==> config.mk <==
export PLATFORM = sky130hd
export DESIGN_NAME = if_fetch_unit
export DESIGN_NICKNAME = d
export VERILOG_FILES = /design/src/rtl/if_pkg.sv /design/src/rtl/if_fifo.sv /design/src/rtl/if_fetch_unit.sv
export SDC_FILE = /design/constraint.sdc
export NUM_CORES = 1
export LEC_CHECK = 0
export ABC_AREA = 1
export BUFFER_PORTS_ARGS = -buffer_cell sky130_fd_sc_hd__buf_4
export CAP_MARGIN = 40
export CORE_UTILIZATION = 35
export DETAILED_ROUTE_END_ITERATION = 6
export SLEW_MARGIN = 20
export SYNTH_ARGS = -nofsm -noshare
export SYNTH_HDL_FRONTEND = slang
export SYNTH_SLANG_ARGS = --single-unit
==> constraint.sdc <==
create_clock -name clk -period 3.4 [get_ports clk]
set_input_delay 0.51 -clock clk [delete_from_list [all_inputs] [get_ports clk]]
set_output_delay 0.51 -clock clk [all_outputs]
set_load 0.05 [all_outputs]
==> src/rtl/if_pkg.sv <==
// Shared types and helpers for the instruction-fetch front end.
// Used by if_fifo and if_fetch_unit.
package if_pkg;

  localparam int XLEN        = 32;
  localparam int INSTR_BYTES = 4;

  typedef struct packed {
    logic [XLEN-1:0] pc;
    logic [XLEN-1:0] instr;
  } if_entry_t;

  // Byte PC to memory word address.
  function automatic logic [XLEN-1:0] pc_to_word(input logic [XLEN-1:0] pc);
    return {2'b00, pc[XLEN-1:2]};
  endfunction

endpackage

==> src/rtl/if_fifo.sv <==
// Small circular FIFO of tagged fetch entries; flush wins over push.
// The head entry is presented from registers so the output is glitch-free.
module if_fifo
  import if_pkg::*;
#(
  parameter  int DEPTH = 2,
  localparam int CNT_W = $clog2(DEPTH + 1)
) (
  input  logic             clk,
  input  logic             rst_n,
  input  logic             push,
  input  if_entry_t        push_data,
  input  logic             pop,
  input  logic             flush,
  output if_entry_t        head,
  output logic [CNT_W-1:0] count,
  output logic             empty,
  output logic             full
);

  localparam int PTR_W = $clog2(DEPTH);

  if_entry_t        mem_q [DEPTH];
  if_entry_t        mem_d [DEPTH];
  logic [PTR_W-1:0] rd_ptr_q, rd_ptr_d;
  logic [PTR_W-1:0] wr_ptr_q, wr_ptr_d;
  logic [CNT_W-1:0] count_q, count_d;
  logic             do_push, do_pop;

  // Pointers wrap at DEPTH, which need not be a power of two.
  function automatic logic [PTR_W-1:0] ptr_inc(input logic [PTR_W-1:0] p);
    if (p == PTR_W'(DEPTH - 1)) return '0;
    return p + 1'b1;
  endfunction

  assign empty   = (count_q == '0);
  assign full    = (count_q == CNT_W'(DEPTH));
  assign count   = count_q;
  assign head    = mem_q[rd_ptr_q];
  assign do_pop  = pop && !empty;
  assign do_push = push && (!full || do_pop);

  always_comb begin
    mem_d    = mem_q;
    rd_ptr_d = rd_ptr_q;
    wr_ptr_d = wr_ptr_q;
    count_d  = count_q;
    if (flush) begin
      rd_ptr_d = '0;
      wr_ptr_d = '0;
      count_d  = '0;
    end else begin
      if (do_push) begin
        mem_d[wr_ptr_q] = push_data;
        wr_ptr_d        = ptr_inc(wr_ptr_q);
      end
      if (do_pop) begin
        rd_ptr_d = ptr_inc(rd_ptr_q);
      end
      case ({do_push, do_pop})
        2'b10:   count_d = count_q + 1'b1;
        2'b01:   count_d = count_q - 1'b1;
        default: count_d = count_q;
      endcase
    end
  end

  always_ff @(posedge clk or negedge rst_n) begin
    if (!rst_n) begin
      for (int i = 0; i < DEPTH; i++) begin
        mem_q[i] <= '0;
      end
      rd_ptr_q <= '0;
      wr_ptr_q <= '0;
      count_q  <= '0;
    end else begin
      for (int i = 0; i < DEPTH; i++) begin
        mem_q[i] <= mem_d[i];
      end
      rd_ptr_q <= rd_ptr_d;
      wr_ptr_q <= wr_ptr_d;
      count_q  <= count_d;
    end
  end

endmodule

==> src/rtl/if_fetch_unit.sv <==
// Instruction-fetch front end: PC, single outstanding memory read, tagged output FIFO.
// Define IF_PERF_CNT_EN to add the perf_fetched / perf_squashed counters.
module if_fetch_unit
  import if_pkg::*;
#(
  parameter logic [XLEN-1:0] RESET_PC = 32'h0000_0000,
  parameter int              DEPTH    = 2
) (
  input  logic            clk,
  input  logic            rst_n,
  output logic [XLEN-1:0] mem_addr,
  input  logic [XLEN-1:0] mem_dout,
  output logic            out_valid,
  input  logic            out_ready,
  output logic [XLEN-1:0] out_pc,
  output logic [XLEN-1:0] out_instr,
  input  logic            redirect_valid,
  input  logic [XLEN-1:0] redirect_pc
`ifdef IF_PERF_CNT_EN
  ,
  output logic [31:0]     perf_fetched,
  output logic [31:0]     perf_squashed
`endif
);

  localparam int CNT_W = $clog2(DEPTH + 1);

  logic [XLEN-1:0]  fetch_pc_q, fetch_pc_d;
  logic [XLEN-1:0]  inflight_pc_q, inflight_pc_d;
  logic             inflight_q, inflight_d;
  logic             pop, push, issue;
  logic [CNT_W:0]   occ;
  if_entry_t        push_data, head;
  logic [CNT_W-1:0] fifo_count;
  logic             fifo_empty, fifo_full;

  assign pop       = out_valid && out_ready;
  assign out_valid = !fifo_empty;
  assign out_pc    = head.pc;
  assign out_instr = head.instr;
  assign mem_addr  = pc_to_word(fetch_pc_q);

  // Slots already promised (buffered + in flight) minus the one leaving now.
  always_comb begin
    occ   = {1'b0, fifo_count} + {{CNT_W{1'b0}}, inflight_q} - {{CNT_W{1'b0}}, pop};
    issue = !redirect_valid && (occ < (CNT_W + 1)'(DEPTH));
  end

  always_comb begin
    push           = inflight_q && (!fifo_full || pop);
    push_data.pc    = inflight_pc_q;
    push_data.instr = mem_dout;
  end

  always_comb begin
    fetch_pc_d    = fetch_pc_q;
    inflight_pc_d = inflight_pc_q;
    inflight_d    = 1'b0;
    if (redirect_valid) begin
      fetch_pc_d = redirect_pc & ~32'h3;
    end else if (issue) begin
      inflight_pc_d = fetch_pc_q;
      inflight_d    = 1'b1;
      fetch_pc_d    = fetch_pc_q + 32'(INSTR_BYTES);
    end
  end

  always_ff @(posedge clk or negedge rst_n) begin
    if (!rst_n) begin
      fetch_pc_q    <= RESET_PC;
      inflight_pc_q <= '0;
      inflight_q    <= 1'b0;
    end else begin
      fetch_pc_q    <= fetch_pc_d;
      inflight_pc_q <= inflight_pc_d;
      inflight_q    <= inflight_d;
    end
  end

  // Redirect flushes the FIFO; the in-flight response is dropped by clearing inflight.
  if_fifo #(.DEPTH(DEPTH)) u_fifo (
    .clk       (clk),
    .rst_n     (rst_n),
    .push      (push),
    .push_data (push_data),
    .pop       (pop),
    .flush     (redirect_valid),
    .head      (head),
    .count     (fifo_count),
    .empty     (fifo_empty),
    .full      (fifo_full)
  );

`ifdef IF_PERF_CNT_EN
  logic [31:0] fetched_q, fetched_d;
  logic [31:0] squashed_q, squashed_d;

  always_comb begin
    fetched_d  = fetched_q;
    squashed_d = squashed_q;
    if (pop) begin
      fetched_d = fetched_q + 32'd1;
    end
    if (redirect_valid) begin
      squashed_d = squashed_q + 32'(fifo_count) + {31'b0, inflight_q};
    end
  end

  always_ff @(posedge clk or negedge rst_n) begin
    if (!rst_n) begin
      fetched_q  <= '0;
      squashed_q <= '0;
    end else begin
      fetched_q  <= fetched_d;
      squashed_q <= squashed_d;
    end
  end

  assign perf_fetched  = fetched_q;
  assign perf_squashed = squashed_q;
`endif

endmodule

# --- Word level (Yosys, flattened, before mapping) ---
# Index checks and enable logic that the tools add are counted.
totals:
  reg_bits: 197
  input_bits: 68
  out_inout_bits: 97
  word_cells: 71
op_classes:
  n_addsub: 7
  n_lt_le_gt_ge: 4
  eq_ne: 3
  muxes: 26
  bitwise: 3
  n_reduce_logical: 18
op_table:
  columns: ["cell", "count"]
  rows:
  - ["64-bit two-way mux", 4]
  - ["128-bit bitwise mux", 1]
  - ["64-bit demux with 1-bit select", 1]
  - ["32-bit two-way mux", 2]
  - ["32-bit by 3-bit adder with 32-bit output (second input constant)", 1]
  - ["1-bit two-way mux", 16]
  - ["1-bit logical AND", 6]
  - ["2-bit nonzero test", 3]
  - ["2-bit == test (second input constant)", 2]
  - ["2-bit greater-or-equal comparator (second input constant)", 2]
  - ["1-bit NOT with 2-bit output", 2]
  - ["2-bit case mux with 2 select lines", 1]
  - ["2-bit AND reduction", 2]
  - ["2-bit by 1-bit adder with 3-bit output", 1]
  - ["1-bit zero test", 3]
  - ["3-bit by 2-bit < comparator with 1-bit output (second input constant)", 1]
  - ["3-bit nonzero test", 1]
  - ["3-bit by 1-bit subtractor with 3-bit output", 1]
  - ["1-bit adder (second input constant)", 2]
  - ["2-bit by 1-bit adder with 2-bit output (second input constant)", 1]
  - ["2-bit by 1-bit == test with 1-bit output (second input constant)", 1]
  - ["2-bit zero test", 1]
  - ["1-bit logical OR", 2]
  - ["2-bit by 1-bit < comparator with 1-bit output (second input constant)", 1]
  - ["3 further kinds", 3]

# --- Logic depth before layout (Yosys ltp) ---
logic_depth:
  depth_word: 11
  ltp_mapped: 17
  depth_no_buf: 17

# --- Hierarchy ---
# A second synthesis with hierarchy kept.
unflattened:
  cells_unflattened: 1175
  hier_area_um2: 9779.4
by_module_without_submodules:
  columns: ["mod", "n_inst", "cells_each", "area_each_um2", "seq_area_each_um2"]
  rows:
  - ["if_fifo", 1, 720, 6334.8, 3303.2]
  - ["if_fetch_unit", 1, 455, 3444.6, 1526.5]

# --- Worst setup path before layout ---
# OpenSTA, ideal clock, no wires.
synth_timing:
  path_kind: "flip-flop to flip-flop"
  start: "register u_fifo.count_q[1] (netlist: u_fifo.count[1])"
  end: "register fetch_pc_q[20]"
  setup_ns: 0.128
  arrival_ns: 2.721
  t_required_ns: 3.272
  path_slack_ns: 0.551
  stages_incl_launch_ff: 16
  path_buffers: 1
  synth_period_minus_slack_ns: 2.849
  cell_sequence: "dfrtp_1 > inv_2 > nand2_1 > nand2_1 > inv_1 > ha_1 > or2_2 > fa_1 > inv_1 > nand2_1 > nand2_2 > nand2_1 > nand2_2 > buf_2 > o21ai_0 > nand3b_1"
synth_between:
  elab_chain_len: 7
  elab_cells_between_ends: 8
  cone_classes: "add/sub (2); order compare (1); reduce/logical (5)"
synth_lines:
  columns: ["element", "line_no", "text"]
  rows:
  - ["start: declaration", "if_fifo.sv:27", "logic [CNT_W-1:0] count_q, count_d;"]
  - ["start signal: assignment", "if_fifo.sv:82", "count_q <= count_d;"]
  - ["2-bit zero test", "if_fifo.sv:36", "assign empty = (count_q == '0);"]
  - ["1-bit zero test", "if_fetch_unit.sv:38", "assign out_valid = !fifo_empty;"]
  - ["net out_valid", "if_fetch_unit.sv:13", "output logic out_valid,"]
  - ["1-bit logical AND", "if_fetch_unit.sv:37", "assign pop = out_valid && out_ready;"]
  - ["3-bit by 1-bit subtractor with 3-bit output", "if_fetch_unit.sv:45", "occ = {1'b0, fifo_count} + {{CNT_W{1'b0}}, inflight_q} - {{CNT_W{1'b0}}, pop};"]
  - ["3-bit by 2-bit < comparator with 1-bit output", "if_fetch_unit.sv:46", "issue = !redirect_valid && (occ < (CNT_W + 1)'(DEPTH));"]
  - ["1-bit logical AND", "if_fetch_unit.sv:46", null]
  - ["2-bit nonzero test (no source line)", null, null]
  - ["end signal: assignment", "if_fetch_unit.sv:74", "fetch_pc_q <= fetch_pc_d;"]
  - ["end: declaration", "if_fetch_unit.sv:28", "logic [XLEN-1:0] fetch_pc_q, fetch_pc_d;"]
# The timed path passes the listed nets, and every way through them passes these cells.
# A chain may end at the register's enable or synchronous reset.

# --- Worst setup path after layout ---
layout_timing:
  start: "register u_fifo.count_q[1] (netlist: u_fifo.count[1])"
  end: "register fetch_pc_q[27]"
layout_between:
  elab_chain_len: 7
  elab_cells_between_ends: 8
  cone_classes: "add/sub (2); order compare (1); reduce/logical (5)"
layout_lines:
  columns: ["element", "line_no"]
  rows:
  - ["branches (longest 3 deep; another with 2-bit by 1-bit adder with 3-bit output)", null]
  - ["3-bit by 1-bit subtractor with 3-bit output (*)", "if_fetch_unit.sv:45"]
  - ["3-bit by 2-bit < comparator with 1-bit output (*)", "if_fetch_unit.sv:46"]
  - ["1-bit logical AND (*)", "if_fetch_unit.sv:46"]
  - ["2-bit nonzero test (no source line) (*)", null]
# Every way passes the cells marked *.

==> results.sh <==
export IMPL_status="finished, final reports clean"
export IMPL_grt_start_max_net_pins=93
export IMPL_via_count=7397
export IMPL_ff2ff_path_depth=12
export IMPL_p_per_area_nw_per_um2=1070
export IMPL_path_clk_slew_ns=0.07
export IMPL_yosysTopAreaCell="dfrtp_1"
export IMPL_dieArea_sq_um=26200
export IMPL_p_sw_uw=5630
export IMPL_first_pass_iters=5
export IMPL_p_leak_uw=0.00571
export IMPL_relSlewSlack=0.493
export IMPL_setup_viol=0
export IMPL_via_per_inst=4.62
export IMPL_synth_distinct_cells=36
export IMPL_dpl_instance_area_sq_um=10300
export IMPL_clock_sinks=189
export IMPL_cts_tree="built"
export IMPL_worst_setup_path_type="reg2reg"
export IMPL_totalWireLength_mm=22.0
export IMPL_drive_gt1_frac=0.184
export IMPL_diodes=0
export IMPL_crit_required_ns=3.77
export IMPL_combPwrFrac=0.481
export IMPL_power_internal_uw=6100
export IMPL_fin_nets=1328
export IMPL_clockPowerShare=0.176
export IMPL_timing_fmax_mhz=343
export IMPL_drcViolationCount=0
export IMPL_ctsLongestPathBuffers=2
export IMPL_avgSynthCellArea_sq_um=8.00
export IMPL_clk_latency_ns=0.43
export IMPL_sw_frac_of_total=0.480
export IMPL_syn_cell_area_sq_um=8950
export IMPL_core_sq_um=25100
export IMPL_period_share=0.859
export IMPL_synth_common_cells="nand2_1, dfrtp_1, inv_1"
export IMPL_final_antenna_net_count=0
export IMPL_hold_buffers=0
export IMPL_path_cells="inv_2 > nand2_1 > nand2_1 > inv_1 > ha_1 > or2_2 > fa_1 > nand3_4 > buf_4 > nor2_1 > nand3_1 > nand3_1"
export IMPL_grt_pass1_vias=6978
export IMPL_die_w_microns=162
export IMPL_wl_per_cell_microns=13.8
export IMPL_min_period_ns=2.92
export IMPL_critPathMaxFanout=33
export IMPL_hold_path_class="in2async"
export IMPL_rsz0062_at_grt="false"
export IMPL_fp_row_count=58
export IMPL_final_setup_tns_ns=0
export IMPL_peakVddDrop_v=0.000547
export IMPL_dieHeight_microns=162
export IMPL_h_tree_depth=4
export IMPL_gp_congestion=0.802
export IMPL_synth_top_area_share=0.528
export IMPL_hpwlAfterDp_mm=14.6
export IMPL_synth_edf_count=0
export IMPL_end_kind="register"
export IMPL_slowest_stage="fa_1"
export IMPL_synth_seq_cells=189
export IMPL_r2r_start="u_fifo.count[1]"
export IMPL_startpoint_type="register"
export IMPL_hold_viol_final=0
export IMPL_synth_area_leaders="dfrtp_1, nand2_1, inv_1"
export IMPL_tightest_slew_ns=0.760
export IMPL_cap_viol_max_count=0
export IMPL_grt_usage=0.174
export IMPL_cts_buffers=17
export IMPL_drt_iter0_drc=516
export IMPL_io_buffers=158
export IMPL_ys_flop_type="dfrtp_1"
export IMPL_skew_ns=0.0135
export IMPL_yosys_cell_count_top_type="nand2_1"
export IMPL_stdcell_area_sq_um=11000
export IMPL_ys_seq_area_frac=0.528
export IMPL_grt_overflow=0
export IMPL_synthCells=1119
export IMPL_clockRootBuffer="clkbuf_16"
export IMPL_final_max_slew_viol_count=0
export IMPL_boundaryPins=165
export IMPL_power_uw=11700
export IMPL_post_cts_setup_buffer_count=0
export IMPL_final_util=0.437
export IMPL_grt_first_pass_wirelength_mm=36.2
export IMPL_worstPathArrival_ns=3.29
export IMPL_cpPeakStageDelay_ns=0.57
export IMPL_seqPwrFrac=0.343
export IMPL_syn2layout_area_growth_pct=22.6
export IMPL_antenna_found_initial=0
export IMPL_ys_async_sr_fraction=1.00
export IMPL_ys_warnings_count=0
export IMPL_cts_resized=0
export IMPL_start_util=0.357
export IMPL_crit_start="u_fifo.count[1]"
[placed cells by master (no fill, tap or decap), types with 2 or more instances in the layout]
master	n
a21oi_1	17
buf_12	3
buf_4	169
bufinv_16	2
clkbuf_16	17
clkbuf_8	3
clkinv_2	3
conb_1	4
dfrtp_1	188
ha_1	2
inv_1	118
inv_2	7
inv_6	2
inv_8	4
nand2_1	416
nand2_2	3
nand3_1	46
nand3_2	2
nand3_4	2
nand3b_1	3
nand4_1	13
nor2_1	42
nor2_2	4
nor2_4	4
nor3_1	2
o21ai_0	88
o21ai_1	75
o21ai_2	2
o21bai_1	5
o221ai_1	3
xnor2_1	2
xor2_1	9
[logic make-up (layout without fill, tap and decap cells)]
logic type,count (synthesis),in the layout,share of synthesized area
AOI/OAI and AO/OA,192,192,0.111
xor gates and xnor gates,11,11,0.0108
adders and majority gates,3,3,0.00503
buffers and inverters,183,331,0.0942
DFF,189,189,0.528
other,1,4,0.000419
and+or+nand+nor,540,540,0.250
[registers in the layout, indices dropped and copies added (netlist names)]
register and cells:
u_fifo.wr_ptr_q 1, inflight_q 1, u_fifo.mem_q 124, inflight_pc_q 30, u_fifo.count 2, fetch_pc_q 30
u_fifo.rd_ptr_q 1
[through the flow]
step	setup slack [ns]	hold slack [ns]	instances
2_1_floorplan	0.551	0.214	1122
3_3_place_gp	0.531	0.466	1566
3_5_place_dp	0.483	0.473	1567
4_1_cts	0.493	0.188	1599
5_1_grt	0.231	0.0184	1600
6_report	0.480	0.00496	1600
[final cells by class]
class	instances	area (sq um)
clock inverter	13	154
sequential	189	4730
tap	330	413
multi-input combinational	750	3390
clock buffer	19	453
fill	2645	14100
inverter	125	469
timing repair buffer	174	1370
[per-layer routing]
metal	vias to the layer above	share of wire	global-route usage
met5	-	0	0
met4	0	0.0075	0.0407
met3	15	0.048	0.0365
met2	190	0.44	0.263
met1	3399	0.50	0.254
li1	3793	-	-
[power groups by stage]
stage | logic (uW) | clock network (uW) | registers (uW)
finish | 5640 | 2070 | 4020
CTS | 5700 | 2120 | 4020
global route | 6160 | 2200 | 4160
floorplan | 3620 | 0 | 4450
global placement | 5600 | 0 | 4020
detailed placement | 5680 | 0 | 4050
[worst paths after layout]
path,to,slack [ns]
setup / recovery,fetch_pc_q[27],0.48
hold / removal,u_fifo.mem_q[90],0.005
setup reg to reg,fetch_pc_q[27],0.48
hold reg to reg,u_fifo.mem_q[69],0.49
max in group asynchronous,u_fifo.mem_q[105],2.51
min in group clk,fetch_pc_q[6],0.29
[critical path: cells and delay by family (launching register included)]
| family | cells | cell delay (ns) |
|---|---|---|
| adders and majority gates | 2 | 0.83 |
| buffers and inverters | 3 | 0.46 |
| DFF | 1 | 0.48 |
| and+or+nand+nor | 7 | 1.09 |
Note: power is estimated with default switching activity, not from simulation.
